**src/rtl/uart_receiver_fifo.sv**
```systemverilog
// 8N1 UART receiver with a 2-flop input synchroniser and a first-word-fall-through byte FIFO.
// Sticky frame-error and overrun flags are cleared by i_clr_err; a set on the same edge wins.
module uart_receiver_fifo #(
   parameter int unsigned clk_freq_hz = 12000000,
   parameter int unsigned baud_rate   = 9600,
   parameter int unsigned FIFO_DEPTH  = 4
) (
   input  logic       i_clk,
   input  logic       i_rst,
   input  logic       i_rx,
   output logic [7:0] o_data,
   output logic       o_valid,
   input  logic       i_ready,
   output logic       o_frame_err,
   output logic       o_overrun,
   input  logic       i_clr_err,
   output logic       o_busy
);

   localparam int unsigned CPB  = clk_freq_hz / baud_rate;
   localparam int unsigned HALF = CPB / 2;
   localparam int unsigned CW   = $clog2(CPB);
   localparam int unsigned AW   = $clog2(FIFO_DEPTH);

   localparam logic [CW-1:0] CntHalf = CW'(HALF - 1);
   localparam logic [CW-1:0] CntLast = CW'(CPB - 1);

   typedef enum logic [2:0] {StIdle, StStart, StData, StStop, StWaitHigh} state_e;

   logic [1:0] sync_q;
   logic       rx_s;

   state_e        state_q, state_d;
   logic [CW-1:0] cnt_q, cnt_d;
   logic [2:0]    idx_q, idx_d;
   logic [7:0]    shift_q, shift_d;
   logic          push_req;
   logic          frame_set;

   logic [7:0]  mem_q [FIFO_DEPTH];
   logic [AW:0] wr_ptr_q, rd_ptr_q;
   logic        full, empty, do_pop, do_push, drop;
   logic        frame_err_q, overrun_q;

   always_ff @(posedge i_clk) begin
      if (i_rst) begin
         sync_q <= 2'b11;
      end else begin
         sync_q <= {sync_q[0], i_rx};
      end
   end

   assign rx_s = sync_q[1];

   always_ff @(posedge i_clk) begin
      if (i_rst) begin
         state_q <= StIdle;
         cnt_q   <= '0;
         idx_q   <= '0;
         shift_q <= '0;
      end else begin
         state_q <= state_d;
         cnt_q   <= cnt_d;
         idx_q   <= idx_d;
         shift_q <= shift_d;
      end
   end

   always_comb begin
      state_d   = state_q;
      cnt_d     = cnt_q;
      idx_d     = idx_q;
      shift_d   = shift_q;
      push_req  = 1'b0;
      frame_set = 1'b0;
      unique case (state_q)
         StIdle: begin
            if (!rx_s) begin
               state_d = StStart;
               cnt_d   = '0;
            end
         end
         StStart: begin
            if (cnt_q == CntHalf) begin
               cnt_d = '0;
               idx_d = '0;
               // A line back high at mid start bit was only a glitch.
               state_d = rx_s ? StIdle : StData;
            end else begin
               cnt_d = cnt_q + 1'b1;
            end
         end
         StData: begin
            if (cnt_q == CntLast) begin
               shift_d = {rx_s, shift_q[7:1]};
               cnt_d   = '0;
               idx_d   = idx_q + 3'd1;
               if (idx_q == 3'd7) begin
                  state_d = StStop;
               end
            end else begin
               cnt_d = cnt_q + 1'b1;
            end
         end
         StStop: begin
            if (cnt_q == CntLast) begin
               cnt_d = '0;
               if (rx_s) begin
                  push_req = 1'b1;
                  state_d  = StIdle;
               end else begin
                  frame_set = 1'b1;
                  state_d   = StWaitHigh;
               end
            end else begin
               cnt_d = cnt_q + 1'b1;
            end
         end
         StWaitHigh: begin
            if (rx_s) begin
               state_d = StIdle;
            end
         end
         default: state_d = StIdle;
      endcase
   end

   assign empty = (wr_ptr_q == rd_ptr_q);
   assign full  = (wr_ptr_q[AW] != rd_ptr_q[AW]) && (wr_ptr_q[AW-1:0] == rd_ptr_q[AW-1:0]);

   // A pop on the same edge frees the slot a full-FIFO push needs.
   assign do_pop  = !empty && i_ready;
   assign do_push = push_req && (!full || do_pop);
   assign drop    = push_req && full && !do_pop;

   always_ff @(posedge i_clk) begin
      if (i_rst) begin
         wr_ptr_q <= '0;
         rd_ptr_q <= '0;
         for (int i = 0; i < int'(FIFO_DEPTH); i++) begin
            mem_q[i] <= '0;
         end
      end else begin
         if (do_push) begin
            mem_q[wr_ptr_q[AW-1:0]] <= shift_q;
            wr_ptr_q                <= wr_ptr_q + 1'b1;
         end
         if (do_pop) begin
            rd_ptr_q <= rd_ptr_q + 1'b1;
         end
      end
   end

   always_ff @(posedge i_clk) begin
      if (i_rst) begin
         frame_err_q <= 1'b0;
         overrun_q   <= 1'b0;
      end else begin
         if (frame_set) begin
            frame_err_q <= 1'b1;
         end else if (i_clr_err) begin
            frame_err_q <= 1'b0;
         end
         if (drop) begin
            overrun_q <= 1'b1;
         end else if (i_clr_err) begin
            overrun_q <= 1'b0;
         end
      end
   end

   assign o_data      = mem_q[rd_ptr_q[AW-1:0]];
   assign o_valid     = !empty;
   assign o_frame_err = frame_err_q;
   assign o_overrun   = overrun_q;
   assign o_busy      = (state_q != StIdle);

endmodule

```
**config.mk**
```make
export PLATFORM = sky130hd
export DESIGN_NAME = uart_receiver_fifo
export DESIGN_NICKNAME = d
export VERILOG_FILES = /design/src/rtl/uart_receiver_fifo.sv
export SDC_FILE = /design/constraint.sdc
export NUM_CORES = 1
export LEC_CHECK = 0
export ABC_AREA = 1
export BUFFER_PORTS_ARGS = -buffer_cell sky130_fd_sc_hd__buf_2
export CAP_MARGIN = 5
export CORE_ASPECT_RATIO = 1.4
export CORE_UTILIZATION = 40
export CTS_CLUSTER_DIAMETER = 200
export DETAILED_ROUTE_END_ITERATION = 10
export PLACE_DENSITY_LB_ADDON = 0.1
export SLEW_MARGIN = 20
export SYNTH_ARGS = -nofsm -noshare
export SYNTH_HDL_FRONTEND = slang
export SYNTH_SLANG_ARGS = --single-unit
```
**constraint.sdc**
```tcl
create_clock -name i_clk -period 1.9 [get_ports i_clk]
set_clock_uncertainty 0.1 [all_clocks]
set_input_delay 0.19 -clock i_clk [delete_from_list [all_inputs] [get_ports i_clk]]
set_output_delay 0.19 -clock i_clk [all_outputs]
set_load 0.05 [all_outputs]
```
* Yosys cells after proc, flatten, opt, wreduce, memory -nomap -nowiden *
Memories as Yosys holds them, arrays and structs flattened. A register that Yosys moved wholly into a read port is not among the register bits.
Index checks and enable logic that the tools add are counted.

storage, ports and cells
  RAM bits = 32
  register bits after elaboration = 35
  memories = 1
  output and inout bits = 12
  logic and storage cells = 86

memories
  name   depth  bits a word  read ports  clocked after memory_dff  wr ports  line  text
  mem_q  4      8            1           1                         4         40    logic [7:0] mem_q [FIFO_DEPTH];

cells by class
  reduce and logical (&&, ||, !) cells = 21
  add/sub/neg operators = 4
  equal/unequal tests = 16
  multiplexer cells = 35

operator list
  operator                                                            count
  11-bit 2-to-1 mux                                                   3
  11-bit one-hot mux with 3 select lines                              1
  3-bit 2-to-1 mux                                                    9
  1-bit 2-to-1 mux                                                    15
  3-bit one-hot mux with 5 select lines                               1
  2-bit != test (second input constant)                               6
  11-bit by 1-bit adder with 11-bit output (second input constant)    1
  11-bit by 10-bit == test with 1-bit output (second input constant)  1
  11-bit == test (second input constant)                              1
  3-bit by 1-bit adder with 3-bit output (second input constant)      3
  2-bit 2-to-1 mux                                                    4
  8-bit 2-to-1 mux                                                    1
  8-bit OR reduction                                                  1
  3-bit by 2-bit == test with 1-bit output (second input constant)    2
  3-bit == test (second input constant)                               2
  3-bit one-hot mux with 2 select lines                               1
  6-bit AND reduction                                                 1
  2-bit nonzero test                                                  3
  3-bit nonzero test                                                  2
  1-bit logical AND                                                   5
  2-bit AND reduction                                                 2
  3-bit by 1-bit == test with 1-bit output (second input constant)    1
  3-bit == test                                                       1
  1-bit logical NOT                                                   3
  other kinds (6)                                                     6

* Longest topological paths before layout *
  depth after elaboration = 10
  mapped depth = 10

* Worst setup path before layout *
No wires, ideal clock.

  path type = register to register
  start = register cnt_q[0]
  end = memory mem_q[3][0], enable pin
  path slack = -0.120 ns
  clock period less this slack = 2.020 ns
  stages on the path, launching flop included = 8
  arrival time = 1.549 ns
  path through = dfxtp_1 > ha_1 > nand3_1 > nor2_4 > nand2_4 > nor2_8 > a21oi_1 > nor2_1

RTL lines
  item                    line  text
  from (decl)             34    logic [CW-1:0] cnt_q, cnt_d;
  from (signal assigned)  63    cnt_q <= cnt_d;
  to (decl)               40

==> impl_metrics.ini <==
[worst_setup_path]
critical_path.slowest_cell = dfxtp_2
cp-end-kind = output port
worstPathArrival_ns = 1.53
worstPathCellList = clkinvlp_4 -> buf_4 -> nor2_1 -> o22ai_1 -> buf_2
cp.required_ns = 1.61
max_stage_delay_ns = 0.37
path_max_fanout = 14
start_kind = flip-flop
critPathKind = flip-flop to output port

[logic_synthesis]
ys.flop_type = dfxtp_1
netlist_instances = 407
ys_warn_count = 0
yosys_register_bits = 69
synth.avg_cell_area_um2 = 8.230
yosysSeqAreaShare_pct = 50.80
synth_top_cell_by_area = edfxtp_1
syn_area_um2 = 3349
yosysMostFrequentCell = nand2_1
synth-edff-count = 32
yosysTopAreaCellShare_pct = 28.69
synth_area_leaders = edfxtp_1 29%, dfxtp_1 22%, nand2_1 8.5%
syn_nets = 419
postSynth.asyncResetShare_pct = 0
yosys-top-cells-count = 76 x nand2_1, 70 x nor2_1, 42 x inv_1
post_synth_num_cell_types = 28

[floorplan]
design.core.area_um2 = 8149
rows = 39
die_area_um2 = 8749
die_y_um = 110.3
dieWidth_um = 79.34
start_util_pct = 41.10
num_io_pins = 17

[sta]
period_needed_ns = 1.820
finalHoldViolations = 0
slew_violations = 0
clock.fmax_mhz = 549.5
hold-worst-slack_ns = 0.02261
final.period_utilization_pct = 95.77
setup_viol_count_final = 0
maxSlewHeadroom_pct = 74.14
tightest_slew_ns = 0.3875
rsz0062_at_grt = true

[layout]
fill_cells = 785
layout-drive-gt1-share_pct = 21.29
area_delta_synth_final_pct = 22.34
diodes = 0
design_area_um2 = 4098
final_nets = 472

[placed_design]
dpl_cell_area_um2 = 3762
dpl.hpwl_mm = 5.879
numPortBuffers = 16
gp_congestion = 0.9188

[route]
drt_iter0_markers = 136
vias = 2821
drc = 0
totalWireLength_mm = 7.810
via_per_inst = 4.975
dr.pass1.iters = 4
antenna_left = 0
wl_per_cell_um = 13.77

[power_and_ir_drop]
leakage_uw = 0.001654
peakVddDrop_uv = 727.9
power_density_nw_per_um2 = 1093

[cts]
clkTransAtPathRegs_ns = 0.06
cts_buffer_depth = 2
worstSkewPairLatency_ns = 0.34
htreeDepth = 3
cts_tree = done
clock-sinks = 69
cts_made_buffers = 9
cts_root_buf = clkbuf_16

[global_routing]
grt_pass1_vias = 2713
grt.total_usage_pct = 19.51
antenna_found_initial = 0
overflow = 0
grt_start_max_net_pins = 20
grt_pass1_wl_mm = 12.52

[run]
maxCapViolations = 0

[min_path]
min_path_type = input port to flip-flop

[status]
outcome = complete, no violations
==> layout by cell type, fill, tap and decap left out, drive strengths merged, types with 5 or more instances in the layout <==
| master | instances |
|---|---|
| ha | 7 |
| dfxtp | 37 |
| inv | 49 |
| clkinv | 5 |
| nand3 | 23 |
| o22ai | 8 |
| edfxtp | 32 |
| clkbuf | 11 |
| o21ai | 35 |
| nand4 | 11 |
| a21oi | 25 |
| nor2 | 81 |
| nand2 | 79 |
| buf | 48 |
==> power breakdown <==
part / total (µW) / leakage, µW / internal (µW) / switching, µW
combinational: 1160 / 0.000902 / 347 / 814
sequential: 1700 / 0.000614 / 1640 / 55.9
clock: 1620 / 0.000139 / 1010 / 612
total: 4480 / 0.00165 / 3000 / 1480
==> worst max-delay path: cells and delay by family, from the launching register on <==
family / cells / cell delay (ns)
AO/OA/AOI/OAI: 1 / 0.09
flip-flops: 1 / 0.37
AND/OR/NAND/NOR: 1 / 0.09
buffers and inverters: 3 / 0.63
==> worst paths after layout <==
kind	start	endpoint	slack, ns	cells past startpoint
max	flip-flop	o_data[5]	0.08	5
min	i_clr_err	o_overrun$_SDFFE_PP0P_	0.02	4
max reg2reg	state_q[2]$_SDFFE_PP0P_	mem_q[3][5]$_DFFE_PP_	0.10	10
min reg2reg	sync_q[0]$_SDFF_PP1_	sync_q[1]$_SDFF_PP1_	0.31	1
==> sequential cells by signal (all words and copies together), names as in the netlist, named ones only <==
signal / cells
mem_q: 32
rd_ptr_q: 3
idx_q: 3
wr_ptr_q: 3
o_overrun: 1
o_frame_err: 1
state_q: 3
shift_q: 8
sync_q: 2
cnt_q: 11
==> metal layers <==
| metal | part of all wire, % | wire [µm] | vias up | GRT usage [%] |
|---|---|---|---|---|
| met4 | 3.5 | 277 | 0 | 12.86 |
| met5 | 0 | 0 | - | 0 |
| met2 | 56 | 4411 | 51 | 38.30 |
| met1 | 38 | 2943 | 1298 | 18.37 |
| met3 | 2.3 | 178 | 18 | 2.963 |
| li1 | - | - | 1454 | - |
==> through the flow <==
stage / power (µW) / setup slack, ns / instances / setup TNS, ns / util [%]
2_1_floorplan: 2526 / 0.006062 / 407 / 0 / -
6_report: 4478 / 0.08029 / 567 / 0 / 50.28
3_5_place_dp: 2876 / -0.003163 / 548 / -0.02290 / 46.17
3_3_place_gp: 2877 / 0.02831 / 548 / 0 / 46.17
4_1_cts: 4501 / 0.03434 / 567 / 0 / 50.05
5_1_grt: 4687 / -0.02937 / 567 / -0.1624 / 50.28
==> what timing repair did <==
item / in CTS / in global routing
hold endpoints to repair: 1 / 0
setup endpoints to repair: 10 / 40
hold buffers: 1 / 0
gates resized for setup: 4 / 7
pin swaps: 0 / 2
setup buffers: 2 / 0
==> kinds of logic (layout without fill, tap and decap cells) <==
kind of cell | Yosys count | in the layout | share of synthesized area (%)
buf+inv | 58 | 116 | 6.761
simple gates | 202 | 202 | 28.61
flops | 69 | 69 | 50.80
fa+ha+maj | 7 | 7 | 2.615
compound gates | 69 | 69 | 10.68
xor+xnor | 2 | 2 | 0.5231
==> cell type report <==
class	instances	area [µm²]	share of cell area [%]
clock buffers	11	232.7	5.679
repair buffers	49	346.6	8.458
clock inverters	5	51.30	1.252
multi-input cells	280	1441	35.18
flip-flops and latches	69	1703	41.56
well taps	102	127.6	3.114
inverters	51	195.2	4.763
Note: power is estimated with default switching activity, not from simulation.
